File: src/rtl/display_bcd_sete_seg_pkg.sv
`default_nettype none
// ============================================================================
// Package     : sete_seg_pkg
// Description : Shared constants for the BCD 7-segment display stage:
//               active-high segment codes (bit order {g,f,e,d,c,b,a}),
//               BCD digit count and the controller state encoding.
// Revision    : 1.0 - initial release
// ============================================================================
package sete_seg_pkg;

  // A 32-bit magnitude (up to 2^31) needs 10 decimal digits.
  localparam int c_bcd_digits = 10;

  // Active-high glyphs that are not decimal digits.
  localparam logic [6:0] c_seg_minus = 7'h40;
  localparam logic [6:0] c_seg_e     = 7'h79;
  localparam logic [6:0] c_seg_r     = 7'h50;
  localparam logic [6:0] c_seg_blank = 7'h00;

  typedef enum logic [1:0] {
    ST_IDLE   = 2'd0,
    ST_ABS    = 2'd1,
    ST_SHIFT  = 2'd2,
    ST_ENCODE = 2'd3
  } state_t;

  // Active-high segment pattern of one decimal digit.
  function automatic logic [6:0] seg_digit(input logic [3:0] d);
    case (d)
      4'd0:    seg_digit = 7'h3F;
      4'd1:    seg_digit = 7'h06;
      4'd2:    seg_digit = 7'h5B;
      4'd3:    seg_digit = 7'h4F;
      4'd4:    seg_digit = 7'h66;
      4'd5:    seg_digit = 7'h6D;
      4'd6:    seg_digit = 7'h7D;
      4'd7:    seg_digit = 7'h07;
      4'd8:    seg_digit = 7'h7F;
      4'd9:    seg_digit = 7'h6F;
      default: seg_digit = c_seg_blank;
    endcase
  endfunction

endpackage
`default_nettype wire

File: src/rtl/display_bcd_sete_seg_if.sv
`default_nettype none
// ============================================================================
// Interface   : display_bcd_sete_seg_if
// Description : Request/result bundle between the register-file side (master)
//               and the 7-segment display stage (slave).
//   load      master->slave  convert request
//   data      master->slave  signed value to display
//   busy      slave->master  conversion in progress
//   done      slave->master  one-cycle pulse when the digits update
//   ovf       slave->master  last value did not fit, "Err" shown
//   dsp0..7   slave->master  segment patterns {g,f,e,d,c,b,a}, dsp0 = LSD
// Revision    : 1.0 - initial release
// ============================================================================
interface display_bcd_sete_seg_if #(
  parameter int DATA_W = 32
);
  logic              load;
  logic [DATA_W-1:0] data;
  logic              busy;
  logic              done;
  logic              ovf;
  logic [6:0]        dsp0, dsp1, dsp2, dsp3, dsp4, dsp5, dsp6, dsp7;

  modport master (
    output load, data,
    input  busy, done, ovf, dsp0, dsp1, dsp2, dsp3, dsp4, dsp5, dsp6, dsp7
  );

  modport slave (
    input  load, data,
    output busy, done, ovf, dsp0, dsp1, dsp2, dsp3, dsp4, dsp5, dsp6, dsp7
  );
endinterface
`default_nettype wire

File: src/rtl/display_bcd_sete_seg_dabble.sv
`default_nettype none
// ============================================================================
// Module      : bin_bcd_dabble
// Description : Iterative two's-complement to BCD converter (shift-add-3).
//               start loads |value| and clears the BCD accumulator; each
//               step cycle performs one add-3/shift iteration. done is high
//               during the step cycle that performs the last iteration.
//   clk0   in   clock
//   reset  in   synchronous active-high reset
//   start  in   load magnitude, clear accumulator and iteration count
//   step   in   perform one iteration
//   value  in   signed input word
//   done   out  last iteration is being performed this cycle
//   bcd    out  packed BCD result, digit 0 in bits [3:0]
// Revision    : 1.0 - initial release
// ============================================================================
module bin_bcd_dabble
  import sete_seg_pkg::*;
#(
  parameter int DATA_W = 32,
  parameter int BCD_W  = 4 * c_bcd_digits
) (
  input  logic              clk0,
  input  logic              reset,
  input  logic              start,
  input  logic              step,
  input  logic [DATA_W-1:0] value,
  output logic              done,
  output logic [BCD_W-1:0]  bcd
);

  localparam int CNT_W = $clog2(DATA_W);

  logic [DATA_W-1:0] mag_q, mag_d;
  logic [BCD_W-1:0]  bcd_q, bcd_d, bcd_adj;
  logic [CNT_W-1:0]  cnt_q, cnt_d;

  // Pre-shift correction: any nibble >= 5 would become >= 10 after doubling.
  always_comb begin
    bcd_adj = bcd_q;
    for (int i = 0; i < BCD_W / 4; i++) begin
      if (bcd_q[4*i +: 4] >= 4'd5) begin
        bcd_adj[4*i +: 4] = bcd_q[4*i +: 4] + 4'd3;
      end
    end
  end

  always_comb begin
    mag_d = mag_q;
    bcd_d = bcd_q;
    cnt_d = cnt_q;
    if (start) begin
      // Unsigned magnitude, so the most negative value maps to 2^(DATA_W-1).
      mag_d = value[DATA_W-1] ? (~value + DATA_W'(1)) : value;
      bcd_d = '0;
      cnt_d = '0;
    end else if (step) begin
      {bcd_d, mag_d} = {bcd_adj, mag_q} << 1;
      cnt_d          = cnt_q + CNT_W'(1);
    end
  end

  always_ff @(posedge clk0) begin
    if (reset) begin
      mag_q <= '0;
      bcd_q <= '0;
      cnt_q <= '0;
    end else begin
      mag_q <= mag_d;
      bcd_q <= bcd_d;
      cnt_q <= cnt_d;
    end
  end

  assign done = step && (cnt_q == CNT_W'(DATA_W - 1));
  assign bcd  = bcd_q;

endmodule
`default_nettype wire

File: src/rtl/display_bcd_sete_seg.sv
`default_nettype none
// ============================================================================
// Module      : display_bcd_sete_seg
// Description : Output stage driving eight 7-segment digits from a signed
//               word: iterative binary-to-BCD conversion, leading-zero
//               blanking, minus sign and "Err" overflow pattern.
//   clk0   in   board clock, sole clock of the block
//   reset  in   synchronous active-high reset
//   bus    slave modport: load/data in; busy/done/ovf/dsp0..dsp7 out
// Revision    : 1.0 - initial release
// ============================================================================
module display_bcd_sete_seg
  import sete_seg_pkg::*;
#(
  parameter int DATA_W         = 32,
  parameter int DIGITS         = 8,
  parameter bit SEG_ACTIVE_LOW = 1'b1
) (
  input logic                    clk0,
  input logic                    reset,
  display_bcd_sete_seg_if.slave  bus
);

  localparam int         BCD_W       = 4 * c_bcd_digits;
  localparam logic [6:0] c_blank_out = SEG_ACTIVE_LOW ? ~c_seg_blank : c_seg_blank;

  function automatic logic [6:0] to_pins(input logic [6:0] code);
    return SEG_ACTIVE_LOW ? ~code : code;
  endfunction

  state_t            state_q, state_d;
  logic [DATA_W-1:0] data_q, data_d;
  logic              done_q, done_d;
  logic              ovf_q, ovf_d;
  logic [6:0]        dsp_q [DIGITS];
  logic [6:0]        dsp_d [DIGITS];

  logic              dab_start, dab_step, dab_done;
  logic [BCD_W-1:0]  bcd;

  logic              neg;
  logic              ovf_calc;
  int                msd;
  logic [6:0]        seg_code;
  logic [6:0]        dsp_next [DIGITS];

  bin_bcd_dabble #(
    .DATA_W (DATA_W),
    .BCD_W  (BCD_W)
  ) u_dabble (
    .clk0  (clk0),
    .reset (reset),
    .start (dab_start),
    .step  (dab_step),
    .value (data_q),
    .done  (dab_done),
    .bcd   (bcd)
  );

  // Display formatting of the finished BCD word.
  always_comb begin
    neg      = data_q[DATA_W-1];
    // Digits beyond the display, or a full 8th digit with no room for '-'.
    ovf_calc = (|bcd[BCD_W-1:4*DIGITS]) | (neg & (|bcd[4*(DIGITS-1) +: 4]));
    msd      = 0;
    for (int i = 1; i < DIGITS; i++) begin
      if (bcd[4*i +: 4] != 4'd0) msd = i;
    end
    seg_code = c_seg_blank;
    for (int i = 0; i < DIGITS; i++) begin
      seg_code = c_seg_blank;
      if (ovf_calc) begin
        if (i == 2)     seg_code = c_seg_e;
        else if (i < 2) seg_code = c_seg_r;
      end else if (i <= msd) begin
        seg_code = seg_digit(bcd[4*i +: 4]);
      end else if (neg && (i == msd + 1)) begin
        seg_code = c_seg_minus;
      end
      dsp_next[i] = to_pins(seg_code);
    end
  end

  always_comb begin
    state_d   = state_q;
    data_d    = data_q;
    done_d    = 1'b0;
    ovf_d     = ovf_q;
    dsp_d     = dsp_q;
    dab_start = 1'b0;
    dab_step  = 1'b0;
    case (state_q)
      ST_IDLE: begin
        if (bus.load) begin
          data_d  = bus.data;
          state_d = ST_ABS;
        end
      end
      ST_ABS: begin
        dab_start = 1'b1;
        state_d   = ST_SHIFT;
      end
      ST_SHIFT: begin
        dab_step = 1'b1;
        if (dab_done) state_d = ST_ENCODE;
      end
      ST_ENCODE: begin
        dsp_d   = dsp_next;
        ovf_d   = ovf_calc;
        done_d  = 1'b1;
        state_d = ST_IDLE;
      end
      default: state_d = ST_IDLE;
    endcase
  end

  always_ff @(posedge clk0) begin
    if (reset) begin
      state_q <= ST_IDLE;
      data_q  <= '0;
      done_q  <= 1'b0;
      ovf_q   <= 1'b0;
      for (int i = 0; i < DIGITS; i++) dsp_q[i] <= c_blank_out;
    end else begin
      state_q <= state_d;
      data_q  <= data_d;
      done_q  <= done_d;
      ovf_q   <= ovf_d;
      dsp_q   <= dsp_d;
    end
  end

  assign bus.busy = (state_q != ST_IDLE);
  assign bus.done = done_q;
  assign bus.ovf  = ovf_q;
  assign bus.dsp0 = dsp_q[0];
  assign bus.dsp1 = dsp_q[1];
  assign bus.dsp2 = dsp_q[2];
  assign bus.dsp3 = dsp_q[3];
  assign bus.dsp4 = dsp_q[4];
  assign bus.dsp5 = dsp_q[5];
  assign bus.dsp6 = dsp_q[6];
  assign bus.dsp7 = dsp_q[7];

endmodule
`default_nettype wire

File: src/flat_wrapper.sv
// flat-port wrapper written by rule: the top's interface ports become plain ports
module display_bcd_sete_seg_flat import sete_seg_pkg::*;
#(
  parameter int DATA_W         = 32,
  parameter int DIGITS         = 8,
  parameter bit SEG_ACTIVE_LOW = 1'b1
)
  (clk0, reset, bus_load, bus_data, bus_busy, bus_done, bus_ovf, bus_dsp0, bus_dsp1, bus_dsp2, bus_dsp3, bus_dsp4, bus_dsp5, bus_dsp6, bus_dsp7);
  display_bcd_sete_seg_if #(.DATA_W(DATA_W)) bus_i ();
  input logic clk0;
  input logic reset;
  input wire logic [$bits(bus_i.load)-1:0] bus_load;
  input wire logic [$bits(bus_i.data)-1:0] bus_data;
  output wire logic [$bits(bus_i.busy)-1:0] bus_busy;
  output wire logic [$bits(bus_i.done)-1:0] bus_done;
  output wire logic [$bits(bus_i.ovf)-1:0] bus_ovf;
  output wire logic [$bits(bus_i.dsp0)-1:0] bus_dsp0;
  output wire logic [$bits(bus_i.dsp1)-1:0] bus_dsp1;
  output wire logic [$bits(bus_i.dsp2)-1:0] bus_dsp2;
  output wire logic [$bits(bus_i.dsp3)-1:0] bus_dsp3;
  output wire logic [$bits(bus_i.dsp4)-1:0] bus_dsp4;
  output wire logic [$bits(bus_i.dsp5)-1:0] bus_dsp5;
  output wire logic [$bits(bus_i.dsp6)-1:0] bus_dsp6;
  output wire logic [$bits(bus_i.dsp7)-1:0] bus_dsp7;
  assign bus_i.load = bus_load;
  assign bus_i.data = bus_data;
  assign bus_busy = bus_i.busy;
  assign bus_done = bus_i.done;
  assign bus_ovf = bus_i.ovf;
  assign bus_dsp0 = bus_i.dsp0;
  assign bus_dsp1 = bus_i.dsp1;
  assign bus_dsp2 = bus_i.dsp2;
  assign bus_dsp3 = bus_i.dsp3;
  assign bus_dsp4 = bus_i.dsp4;
  assign bus_dsp5 = bus_i.dsp5;
  assign bus_dsp6 = bus_i.dsp6;
  assign bus_dsp7 = bus_i.dsp7;
  display_bcd_sete_seg #(.DATA_W(DATA_W), .DIGITS(DIGITS), .SEG_ACTIVE_LOW(SEG_ACTIVE_LOW)) u_core (.clk0(clk0), .reset(reset), .bus(bus_i));
endmodule
File: config.mk
export PLATFORM = sky130hd
export DESIGN_NAME = display_bcd_sete_seg_flat
export DESIGN_NICKNAME = d
export VERILOG_FILES = /design/src/rtl/display_bcd_sete_seg_pkg.sv /design/src/rtl/display_bcd_sete_seg_if.sv /design/src/rtl/display_bcd_sete_seg_dabble.sv /design/src/rtl/display_bcd_sete_seg.sv /design/src/flat_wrapper.sv
export SDC_FILE = /design/constraint.sdc
export NUM_CORES = 1
export LEC_CHECK = 0
export CAP_MARGIN = 20
export CORE_ASPECT_RATIO = 0.8
export CORE_MARGIN = 4
export CORE_UTILIZATION = 30
export DETAILED_ROUTE_END_ITERATION = 10
export DONT_BUFFER_PORTS = 1
export PLACE_DENSITY_LB_ADDON = 0.1
export REMOVE_ABC_BUFFERS = 1
export SYNTH_ARGS = -nofsm -noshare
export SYNTH_HDL_FRONTEND = slang
export SYNTH_SLANG_ARGS = --single-unit
export TNS_END_PERCENT = 100
File: constraint.sdc
create_clock -name clk0 -period 6.7 [get_ports clk0]
set_input_delay 0.67 -clock clk0 [delete_from_list [all_inputs] [get_ports clk0]]
set_output_delay 0.67 -clock clk0 [all_outputs]
set_load 0.005 [all_outputs]
==> results.json <==
{
  "status": "completed",
  "tns_ns": 0,
  "io_buffers": 0,
  "syn_area_per_cell_um2": 8.522,
  "worstPathMaxFanout": 43,
  "avgRoutedWirePerCell_um": 17.44,
  "fin_util": 0.3431,
  "vdd_drop_max_mv": 0.1766,
  "synth_edf_count": 0,
  "rows": 63,
  "hold_viol_final": 0,
  "holdPathEnd": "u_core.data_q[28]",
  "drv_cap": 0,
  "grt_pass1_vias": 9160,
  "synthTopCellsByArea": "dfxtp_1 39%, ha_1 8.8%, nand2_1 5.0%",
  "min_path_cells": 1,
  "cts_resized": 0,
  "drtPass1Iterations": 5,
  "fmax_ghz": 0.2665,
  "async_flop_share": 0,
  "start_util": 0.3073,
  "place_congestion": 0.7891,
  "drt_drc_violations_left": 0,
  "grt_max_degree": 94,
  "yosysMostFrequentCell": "dfxtp_1",
  "slew_viol_final": 0,
  "cts.htree.levels": 1,
  "rr_worst_depth": 11,
  "critPathArrivalTime_ns": 4.18,
  "grt_pass1_wl_um": 51460,
  "ys_seq_area_frac": 0.3907,
  "track_usage": 0.1507,
  "boundaryPins": 94,
  "post-place-ws_ns": 2.933,
  "syn_inst": 1353,
  "crit_type": "flop to flop",
  "areaGrowthSynthToFinish_pct": 11.67,
  "setup_viol": 0,
  "worstMarginPinSlew_ns": 1.066,
  "timing.final.ws_setup_ns": 2.948,
  "drt_wl_total_um": 31730,
  "hold_path_class": "input port to flop",
  "power_density_nw_per_um2": 349.6,
  "num_vias": 9455,
  "viasPerCell": 5.198,
  "hold_start": "reset",
  "post_cts_buffers": 0,
  "synth.distinct_cells": 72,
  "die_h_um": 183.3,
  "synth_top_area_cell": "dfxtp_1",
  "drtAntennaViolNets": 0,
  "ys_warn_count": 0,
  "finalCritPeriodShare": 0.5600,
  "n_antenna_cell": 0,
  "rrSetupSlack_ns": 2.95,
  "antenna_found_initial": 0,
  "cts-root-buf": "clkbuf_16",
  "cts_tree": "yes",
  "synth_area_um2": 11530,
  "ys_seq_elements": 225,
  "drt_iter0_drc": 681,
  "slew_headroom": 0.2830,
  "die_x_um": 227.2,
  "crit_required_ns": 7.13,
  "cts_buffer_depth": 3,
  "synth.top_cell.area_share": 0.3907,
  "rsz0062_at_grt": "no",
  "clkSinkCount": 225,
  "cts_buffers": 27,
  "core_area_um2": 37520,
  "r2r_start": "u_core.state_q[1]",
  "fin_crit_ns": 3.752,
  "nets": 1429,
  "power_leakage_nw": 4.832,
  "worstSetupStartpointType": "flop",
  "dp_hpwl_um": 21610,
  "fin_worst_skew_ns": 0.01132,
  "nFillCells": 3906,
  "clk_pin_slew_ns": 0.06,
  "grt_remaining_overflow": 0,
  "worstSetupEndpointType": "flop",
  "clock_latency_ns": 0.54,
  "postCtsHoldBufs": 0,
  "die_area_um2": 41650,
  "synth_common_cells": "225 x dfxtp_1, 155 x nand2_1, 94 x a21oi_1",
  "drive_gt1_frac": 0.07958,
  "synthFlopType": "dfxtp_1"
}
-- cell usage in the layout (no fill, tap or decap), types with 25 or more instances in the layout --
cell type	n
nand2_1	155
inv_1	67
a21o_1	25
nand3_1	34
dfxtp_1	225
clkbuf_16	27
ha_1	79
a21oi_1	94
o2bb2ai_1	26
mux2i_1	29
nor2_1	79
o21ai_0	93
-- cell type report --
type | count | area, um2 | share of cell area
Inverter | 71 | 266.5 | 0.02070
Tap cell | 487 | 609.3 | 0.04733
Timing Repair Buffer | 11 | 142.6 | 0.01108
Clock buffer | 40 | 764.5 | 0.05938
Sequential cell | 225 | 4504 | 0.3499
Multi-Input combinational cell | 977 | 6464 | 0.5020
Clock inverter | 8 | 123.9 | 0.009621
-- how the worst max path moves through the flow --
stage	cells after the start	end	slack, ns	start
6_report	11	flop	2.95	u_core.state_q[1]
5_1_grt	11	flop	2.57	u_core.state_q[1]
4_1_cts	11	flop	2.91	u_core.state_q[1]
3_5_place_dp	11	flop	2.93	u_core.state_q[1]
3_3_place_gp	11	flop	3.06	u_core.state_q[1]
2_1_floorplan	7	flop	2.45	u_core.state_q[0]
-- critical path: stages, from the launching register on --
cell,delay (ns)
dfxtp_1,0.36
inv_1,0.12
ha_1,0.39
or2_2,0.56
buf_4,0.52
a2111oi_0,0.13
a211oi_1,0.70
inv_1,0.24
ha_1,0.24
inv_1,0.05
a221oi_1,0.07
a31o_2,0.26
-- per-layer routing --
| layer | global-route usage | vias up | wire, um |
|---|---|---|---|
| met1 | 0.2271 | 4484 | 16620 |
| met3 | 0.03088 | 44 | 1410 |
| met5 | 0 | - | 0 |
| li1 | - | 4758 | - |
| met2 | 0.2204 | 169 | 13040 |
| met4 | 0.03460 | 0 | 656 |
-- stage by stage --
| step | hold slack [ns] | instance area [um2] | total power, W | cells |
|---|---|---|---|---|
| 4_1_cts | 0.1806 | 12820 | 0.004549 | 1817 |
| 6_report | 0.2226 | 12870 | 0.004500 | 1819 |
| 5_1_grt | 0.1917 | 12870 | 0.004816 | 1819 |
| 2_1_floorplan | 0.4032 | 11220 | 0.002586 | 1273 |
| 3_3_place_gp | 0.4044 | 11900 | 0.003015 | 1768 |
| 3_5_place_dp | 0.4118 | 11930 | 0.003028 | 1769 |
-- where the power goes --
| group | switching (W) | leakage, nW | internal, W | total (W) |
|---|---|---|---|---|
| clock network | 0.000580 | 0.427 | 0.000901 | 0.00148 |
| registers | 0.000151 | 1.83 | 0.00151 | 0.00166 |
| logic | 0.000897 | 2.58 | 0.000459 | 0.00136 |
| total | 0.00163 | 4.83 | 0.00287 | 0.00450 |
-- logic make-up after synthesis --
family | after synthesis | synth area share
compound gates | 394 | 0.2272
simple gates | 431 | 0.1845
buf+inv | 151 | 0.05024
mux | 40 | 0.03592
flops | 225 | 0.3907
fa+ha+maj | 81 | 0.08790
xor+xnor | 31 | 0.02355
Note: power is estimated with default switching activity, not from simulation.
